### src/rtl/ebs_dcache_miss_sampler.sv
// ebs_dcache_miss_sampler: decimates D-cache miss pulses by a programmable period and queues sampled PCs
module ebs_dcache_miss_sampler #(
   parameter int XLEN       = 64,
   parameter int DEPTH      = 4,
   parameter int CNT_WIDTH  = 32,
   parameter int IRQ_THRESH = 2
) (
   input  logic                       clk_i,
   input  logic                       rst_i,
   input  logic                       enable_i,
   input  logic                       flush_i,
   input  logic [CNT_WIDTH-1:0]       period_i,
   input  logic                       miss_i,
   input  logic [XLEN-1:0]            miss_pc_i,
   output logic                       sample_valid_o,
   output logic [XLEN-1:0]            sample_pc_o,
   input  logic                       sample_ready_i,
   output logic [$clog2(DEPTH):0]     fill_o,
   output logic                       irq_o,
   output logic                       overflow_o,
   output logic [CNT_WIDTH-1:0]       miss_count_o
);
   localparam int AW = $clog2(DEPTH);
   logic [XLEN-1:0]      r_mem [DEPTH];
   logic [AW-1:0]        r_wp, r_rp;
   logic [AW:0]          r_fill;
   logic [CNT_WIDTH-1:0] r_phase, r_cnt;
   logic                 r_ovf;
   logic [CNT_WIDTH-1:0] w_per;
   logic                 w_m, w_samp, w_pop, w_push;
   assign w_per  = (period_i == '0) ? CNT_WIDTH'(1) : period_i;
   assign w_m    = miss_i && enable_i && !flush_i;
   // one extra bit so phase+1 cannot wrap before the compare
   assign w_samp = w_m && (({1'b0, r_phase} + 1'b1) >= {1'b0, w_per});
   assign w_pop  = (r_fill != '0) && sample_ready_i && !flush_i;
   assign w_push = w_samp && ((r_fill != (AW+1)'(DEPTH)) || w_pop);
   assign sample_valid_o = (r_fill != '0);
   assign sample_pc_o    = r_mem[r_rp];
   assign fill_o         = r_fill;
   assign irq_o          = (r_fill >= (AW+1)'(IRQ_THRESH));
   assign overflow_o     = r_ovf;
   assign miss_count_o   = r_cnt;
   always_ff @(posedge clk_i) begin
      if (rst_i) begin
         for (int i = 0; i < DEPTH; i++) r_mem[i] <= '0;
         r_wp    <= '0;
         r_rp    <= '0;
         r_fill  <= '0;
         r_phase <= '0;
         r_cnt   <= '0;
         r_ovf   <= 1'b0;
      end else if (flush_i) begin
         r_wp    <= '0;
         r_rp    <= '0;
         r_fill  <= '0;
         r_phase <= '0;
         r_ovf   <= 1'b0;
      end else begin
         if (w_m) begin
            r_cnt   <= r_cnt + 1'b1;
            r_phase <= w_samp ? '0 : r_phase + 1'b1;
         end
         if (w_push) begin
            r_mem[r_wp] <= miss_pc_i;
            r_wp        <= r_wp + 1'b1;
         end
         if (w_samp && !w_push) r_ovf <= 1'b1;
         if (w_pop) r_rp <= r_rp + 1'b1;
         if (w_push && !w_pop) r_fill <= r_fill + 1'b1;
         else if (w_pop && !w_push) r_fill <= r_fill - 1'b1;
      end
   end
endmodule

### config.mk
export PLATFORM = sky130hd
export DESIGN_NAME = ebs_dcache_miss_sampler
export DESIGN_NICKNAME = d
export VERILOG_FILES = /design/src/rtl/ebs_dcache_miss_sampler.sv
export SDC_FILE = /design/constraint.sdc
export NUM_CORES = 1
export LEC_CHECK = 0
export BUFFER_PORTS_ARGS = -buffer_cell sky130_fd_sc_hd__buf_2
export CAP_MARGIN = 20
export CORE_AREA = 2 2 180 182
export CTS_CLUSTER_SIZE = 10
export DETAILED_ROUTE_END_ITERATION = 6
export DIE_AREA = 0 0 182 184
export GPL_ROUTABILITY_DRIVEN = 0
export GPL_TIMING_DRIVEN = 0
export HOLD_SLACK_MARGIN = 0.06
export PLACE_DENSITY = 0.69
export SLEW_MARGIN = 30
export SYNTH_ARGS = -nofsm -noshare
export SYNTH_HDL_FRONTEND = slang
export SYNTH_SLANG_ARGS = --single-unit
### constraint.sdc
create_clock -name clk_i -period 10.4 [get_ports clk_i]
set_clock_uncertainty 0.1 [all_clocks]
set_input_delay 1.04 -clock clk_i [delete_from_list [all_inputs] [get_ports clk_i]]
set_output_delay 1.04 -clock clk_i [all_outputs]
set_load 0.01 [all_outputs]
==> impl_results.md, run 1 <==
- # hold bufs at CTS: 0
- Req. time, crit path: 10740 ps
- Distinct cells, synth: 49
- FMAX: between 0.15 and 0.2 GHz
- Seq/Total Area, Yosys: between 50% and 60%
- CTS tree: done
- YS warnings: 0
- Row cnt: 65
- Initial drt markers: between 400 and 500
- Gr ovfl total: 0
- Largest area contributor in the synthesized netlist: edfxtp_1
- Detailed Place HPWL: roughly 24000 µm
- Final ANT Viol Nets: 0
- Switching part of the total: 20.8%
- Chip Width: ~180 µm
- Arrival @ worst endpoint: around 6600 ps
- Outcome: completed
- Ports: 204
- Post-synth top area share: between 40% and 50%
- Max-slew headroom: a little over two fifths
- Hold crit path type: reg -> reg
- Global-route wire length before repair: between 50000 and 60000 µm
- Final hold vios: 0
- Initial antenna violation count: 6
- WL per Instance: between 15 and 20 µm
- Final WL: between 30000 and 40000 µm
- PostCTS Resize Cnt: 0
- FFs w/ async S/R, synth: 0%
- Nets: ~1600
- Placed cells: 1813
- Reg power frac: 52.0%
- Switching power: about 0.6 mW
- Worst-case clock buffer depth: 3
- Die H: 184 µm
- Detailed Routing Iterations Pass 1: 5
- Starting Density: roughly 50%
- Static Leak: about 7.2 nW
- Overall routing resource usage: a little over a fifth
- Metal2 WL: between 15000 and 20000 µm
- Synth Cell Area: around 16000 µm²
- Area Growth Syn to Fin: 17.9%
- Worst-path clk slew: 50 ps
- Synth top area cells: edfxtp_1 49%, and2_1 10%, dfxtp_1 9.5%, mux4_2 9.3%, ha_1 2.8%
- Post-synth top flop: edfxtp_1
- Max layer used: met5
- # setup viols final: 0
- Num Clock Sinks: 330
- Max_cap viols: 0
- Setup TNS: 0 ps
- Final period util: 59.9%
- H-tree depth: 2
- RSZ-0062 raised after global routing: no
- Syn Inst Count: approximately 1200
- CP startpoint kind: flip-flop
- Worst Tran Pin Value: just under 900 ps
- Hold WS: roughly 390 ps
- Synth Register Bits: 330
- Crit Path Class: reg -> reg
- Vias/cell: 5.33
- Slew Limit Fails: 0
- Mapped Nets: 1342
- P_int: 2.23 mW
- Met3 wire length: approximately 2000 µm
- Die ar.: around 33000 µm²
- Clk root buf: clkbuf_16
- DRT met1 WL: around 15000 µm
- Largest net degree at the start of global routing: 41
- Port Buffer Count: between 200 and 250
- Post-CTS setup repair buffer count: 0
- Syn Area/Cell: approximately 13 µm²
- Vias in the first global route: about 10000
- DR DRC count: 0
- Minimum clock period: between 6000 and 7000 ps
- Clk_lat worst skew: approximately 510 ps
- Cell area after layout: around 18000 µm²
- Post-synth EDFFs: between 200 and 300
- CP endpoint kind: flip-flop
- Worst vdd ir: slightly above 0.0001 V
- Layout cells sized above 1: 24.4%
- Core area: around 31000 µm²
- Finished Layout Cells: 1876
- Power Dens Cells: approximately 150 nW/µm²
- Clock buffer count from CTS: 40
- Logic pwr share: about 4%
- Clock power share: between 40% and 50%
- Crit Path Max Fanout: 8
- Via count: ~10000
- Fillcell total: 2627
- DP Area: about 17000 µm²
## critical path: stages (launching register included)
cell and delay, ps:
dfxtp_1 460, nand4_1 170, nor4_1 740, nand4_1 420
or3_1 480, xnor2_1 180, ha_1 330, nand3_1 150
or3_1 450, or4_1 550, o21ai_1 160, nor3_2 130
nor3_1 500, ha_1 290, inv_1 60, fa_1 370
xor2_1 180, or3_1 300, a21oi_1 130
## cell families after synthesis
| family | count (synthesis) | share of synthesized area (%) |
|---|---|---|
| fa+ha+maj | 36 | 2.94 |
| flops | 330 | 59.0 |
| compound gates | 53 | 1.97 |
| mux | 65 | 9.33 |
| buf+inv | 101 | 2.88 |
| simple gates | 539 | 19.4 |
| xor+xnor | 80 | 4.51 |
## routing by layer
| layer | global-route usage (%) | vias to the layer above |
|---|---|---|
| li1 | - | 4814 |
| met1 | 27.4 | 4864 |
| met2 | 36.5 | 250 |
| met3 | 4.44 | 57 |
| met4 | 5.10 | 10 |
| met5 | 0 | - |
## area by class of cell
class	instances	area [µm²]	share of cell area [%]
flip-flops and latches	330	9170	50.0
multi-input cells	773	5950	32.4
repair buffers	207	1130	6.14
clock buffers	57	1110	6.03
well taps	402	503	2.74
plain buffers	62	303	1.65
inverters	39	146	0.798
clock inverters	5	30.0	0.164
diodes	1	2.50	0.0136
## sequential cells by signal (all words and copies together) (netlist names), named ones only
name,cells
r_mem,256
overflow_o,1
r_phase,32
r_rp,2
miss_count_o,32
r_wp,2
fill_o,3
## cell usage in the layout, fill, tap and decap left out, drive strengths merged, types with 36 or more instances in the layout
cell	instances
xnor2	38
mux4	64
and2	258
nand2	53
edfxtp	256
buf	229
nor2	89
nand3	36
dfxtp	74
clkbuf	97
inv	41
xor2	42
## synth_stat cells (2+ instances only)
master    number
nor3_2         2
nand2_1       53
a21oi_1       21
buf_6          5
dfxtp_1       74
o22ai_1        4
o21ai_1        2
clkbuf_1      25
o21ai_0       14
mux4_2        64
xnor2_1       38
and3_1        11
inv_1         39
buf_1          9
or4_1          3
xor2_1        42
or3_1          7
clkbuf_2      14
ha_1          35
and2_1       258
edfxtp_1     256
a21o_1         2
nand4_1       27
nand2b_1       3
and4_1         7
or2_2          8
nor4_1        16
o211ai_1       2
nor2_1        89
nor3_1        11
a211oi_1       2
buf_2          8
nand3_1       36
nor2b_1        2
## stage by stage
step	power, mW	worst slack (ps)	utilization [%]
after global routing	2.90	3670	58.4
final	2.81	4170	58.4
after floorplan	1.54	4710	-
after global placement	1.60	2750	54.4
after detailed placement	1.60	4240	54.8
after CTS	2.84	4210	58.4
## final timing paths
path | start | end | slack (ps) | cells after the start
setup / recovery | r_phase[8] | fill_o[2] | 4170 | 18
hold / removal | r_wp[0] | r_wp[0] | 390 | 2
setup reg to reg | r_phase[8] | fill_o[2] | 4170 | 18
hold reg to reg | r_wp[0] | r_wp[0] | 390 | 2
## power groups by stage
| stage | registers (mW) | logic, mW | clock network [mW] |
|---|---|---|---|
| finish | 1.46 | 0.114 | 1.24 |
| global route | 1.46 | 0.126 | 1.31 |
| CTS | 1.46 | 0.117 | 1.26 |
| detailed placement | 1.49 | 0.116 | 0 |
| global placement | 1.49 | 0.108 | 0 |
| floorplan | 1.49 | 0.0526 | 0 |
No activity file was read; power rests on OpenSTA's default activity.
==> run 2, diff against run 1 <==
--- a/config.mk
+++ b/config.mk
@@ -5,6 +5,7 @@
 export SDC_FILE = /design/constraint.sdc
 export NUM_CORES = 1
 export LEC_CHECK = 0
+export ABC_AREA = 1
 export BUFFER_PORTS_ARGS = -buffer_cell sky130_fd_sc_hd__buf_2
 export CAP_MARGIN = 20
 export CORE_AREA = 2 2 180 182
@@ -14,7 +15,7 @@
 export GPL_ROUTABILITY_DRIVEN = 0
 export GPL_TIMING_DRIVEN = 0
 export HOLD_SLACK_MARGIN = 0.06
-export PLACE_DENSITY = 0.69
+export PLACE_DENSITY = 0.72
 export SLEW_MARGIN = 30
 export SYNTH_ARGS = -nofsm -noshare
 export SYNTH_HDL_FRONTEND = slang
==> constraint.sdc (replaced) <==
create_clock -name clk_i -period 5.48 [get_ports clk_i]
set_clock_uncertainty 0.1 [all_clocks]
set_input_delay 0.548 -clock clk_i [delete_from_list [all_inputs] [get_ports clk_i]]
set_output_delay 0.548 -clock clk_i [all_outputs]
set_load 0.01 [all_outputs]
==> run 2 against run 1 <==
Effect of this change:
- combinational power rose by 120%
- largest cell class unchanged
- global-route usage rose by 2.9 points
- wire length rose by 16%
- via count rose by 27%
- utilization rose by 0.41 points
- setup slack got worse by 3600 ps
- sequential share of layout area fell by 0.35 points
- sequential cell count did not move
- first-iteration DRC count rose by 130%
==> impl_results.md, run 2 <==
- Placed cells: 2292 (+26%)
- ANT cells: 0 (-1)
- Post-synth top flop: edfxtp_1
- # setup viols final: 0 (unchanged)
- Arrival @ worst endpoint: 5050 ps (-1520 ps)
- Clk_lat worst skew: 520 ps (about the same)
- Overall routing resource usage: 24.0% (+2.9 points)
- Seq/Total Area, Yosys: 58.6% (-0.40 points)
- Met3 GRT Util: 4.60% (+0.16 points)
- Register area: 9170 µm² (unchanged)
- Distinct cells, synth: 36 (-27%)
- Post-synth EDFFs: 256 (unchanged)
- Chip Width: 182 µm (unchanged)
- Most used standard cell by instance count after synthesis: nor2_1
- WP buf/inv: 3 (+2)
- Switching part of the total: 21.4% (+0.61 points)
- P_int: 4.17 mW (+87%)
- Post-CTS setup repair buffer count: 0 (unchanged)
- Switching power: 1.13 mW (+94%)
- Die ar.: 33500 µm² (unchanged)
- Final Util: 58.8% (+0.41 points)
- Clock buffer count from CTS: 39 (-2.5%)
- H-tree depth: 2 (unchanged)
- Largest net degree at the start of global routing: 40 (-2.4%)
- FFs w/ async S/R, synth: 0% (unchanged)
- Worst vdd ir: 0.000195 V (+93%)
- Gr ovfl total: 0 (unchanged)
- Biggest register: r_mem
- Hold depth: 3 (+1)
- Worst-case clock buffer depth: 3 (unchanged)
- CP endpoint kind: flip-flop
- Max-slew headroom: 35.7% (-6.0 points)
- Detailed Routing Iterations Pass 1: 5 (unchanged)
- Crit Path Class: reg -> reg
- Most Used Layer, Global Route: met2
- Final WL: 40500 µm (+16%)
- Core area: 31400 µm² (unchanged)
- Initial drt markers: 1143 (+130%)
- Final period util: 89.9% (+30 points)
- Num Clock Sinks: 330 (unchanged)
- Minimum setup slack in the final design: 552 ps (-3620 ps)
- Via count: 12694 (+27%)
- Synth top area cells: edfxtp_1 49%, nor2_1 11%, dfxtp_1 9.5%, o21ai_0 4.7%, inv_1 4.3%
- Mapped Nets: 1819 (+36%)
- CP startpoint kind: flip-flop
- Crit path depth: 23 (+5)
- CP delay by family, top: simple AND/OR/NAND/NOR gates
- Worst Tran Pin Value: 964 ps (+90.6 ps)
- GR Layer Usage met2: 41.9% (+5.4 points)
- GR met1 Demand/Resource: 30.6% (+3.1 points)
- WL per Instance: 17.3 µm (-7.3%)
- Worst-path clk slew: 50 ps (about the same)
- Largest area contributor in the synthesized netlist: edfxtp_1
- Clock power share: 42.9% (-1.1 points)
- Vias in the first global route: 12261 (+20%)
- FMAX: 0.203 GHz (+26%)
- Nets: 2069 (+30%)
- Pre-CTS WS: 620 ps (-3620 ps)
- Row cnt: 65 (unchanged)
- Vias/cell: 5.40 (+1.4%)
- Req. time, crit path: 5610 ps (-5130 ps)
- Crit Path Max Fanout: 16 (+8)
- Max_cap viols: 0 (unchanged)
- Synth Register Bits: 330 (unchanged)
- Static Leak: 7.72 nW (+6.7%)
- Cell mode on critical path: nor2_1
- Synth Cell Area: 15700 µm² (+0.68%)
- Initial antenna violation count: 3 (-3)
- Finished Layout Cells: 2349 (+25%)
- CTS tree: done
- Pwr Total: 5.30 mW (+89%)
- Slew Limit Fails: 0 (unchanged)
- # hold bufs at CTS: 0 (unchanged)
- Max reg flops: 256 (unchanged)
- Setup TNS: 0 ps (unchanged)
- RSZ-0062 raised after global routing: no
- Footprint of the multi-input gates: 5430 µm² (-8.8%)
- PostCTS Resize Cnt: 0 (unchanged)
- Power Dens Cells: 287 nW/µm² (+87%)
- Cell Chain, Critical Path: ha_1, nand2_1, nor2_2, nand2_2, nor2_4, nand3_2, nor2_1, nand3b_1, nor2_1, xor2_1, ha_1, nand4_1, nor2_1, nand3b_1, nand2_1, nor2_1, nand3_4, nand4_2, buf_2, a21oi_1, nor2_4, buf_16, buf_16
- Fillcell total: 2729 (+3.9%)
- Minimum clock period: 4930 ps (-1300 ps)
- Most frequent cells in the layout: 447 x nor2_1, 256 x edfxtp_1, 212 x buf_2
- Hold crit path type: in -> reg
- CP max-delay cell: dfxtp_1
- Port Buffer Count: 202 (-0.49%)
- DR DRC count: 0 (unchanged)
- Detailed Place HPWL: 28200 µm (+20%)
- Final ANT Viol Nets: 0 (unchanged)
- Final hold vios: 0 (unchanged)
- Commonest non-fill, non-tap cell in the layout: nor2_1
- Starting Density: 49.9% (+0.33 points)
- Ports: 204 (unchanged)
- Outcome: completed
- Clk root buf: clkbuf_16
- Logic pwr share: 4.7% (+0.6 points)
- Syn Area/Cell: 9.31 µm² (-28%)
- Layout cells sized above 1: 15.0% (-9.3 points)
- Area Growth Syn to Fin: 17.9% (about the same)
- Worst reg-to-reg path cell count: 23 (+5)
- Post-synth top area share: 49.1% (-0.33 points)
- YS warnings: 0 (unchanged)
- Syn Inst Count: 1681 (+40%)
- Slowest stage delay, CP: 440 ps (-300 ps)
- Reg power frac: 52.4% (+0.4 points)
- Die H: 184 µm (unchanged)
- Global-route wire length before repair: 63000 µm (+15%)
- Synth cell count leaders: 448 x nor2_1, 256 x edfxtp_1, 179 x inv_1, 146 x nand2_1, 146 x o21ai_0
[run 2: path summary, 6_finish.rpt]
kind                                       start                to  slack, ps
worst max-delay path                  r_phase[0]      r_mem[3][37]        550
worst min-delay path               miss_pc_i[38]      r_mem[0][38]        260
worst max register to register        r_phase[0]      r_mem[3][37]        550
worst min register to register  miss_count_o[31]  miss_count_o[31]        370
[run 2: layer usage]
metal	vias up	share of wire [%]
met4	6	2.3
met5	-	0.094
met1	5937	41
met3	74	8.1
li1	6168	-
met2	509	48
[run 2: layout make-up]
type,instances,share of cell area [%]
Sequential cell,330,49.7
Multi-Input combinational cell,1088,29.4
Timing Repair Buffer,209,6.44
Clock buffer,53,5.69
Inverter,181,3.68
Tap cell,402,2.72
Buffer,82,2.22
Clock inverter,4,0.190
[run 2: power by group through the flow]
stage          clock network (mW)  registers (mW)  logic (mW)
3_5_place_dp                    0            2.83       0.252
4_1_cts                      2.30            2.78       0.253
5_1_grt                      2.40            2.78       0.278
3_3_place_gp                    0            2.83       0.230
2_1_floorplan                   0            2.83       0.125
6_report                     2.27            2.78       0.250
[run 2: per-stage QoR]
stage | hold WS [ps] | instance area [µm²]
finish | 264 | 18500
CTS | 261 | 18500
global route | 276 | 18500
global placement | 352 | 17200
detailed placement | 363 | 17400
floorplan | 336 | 15700
[run 2: logic make-up after synthesis]
logic type      synth area share [%]
simple gates                    19.4
compound gates                  9.85
fa+ha+maj                       2.93
xor+xnor                        2.29
buf+inv                         6.96
flops                           58.6
[run 2: worst min-delay path: stages]
cell and delay (ps):
buf_2 70, inv_1 60, nor2_1 90
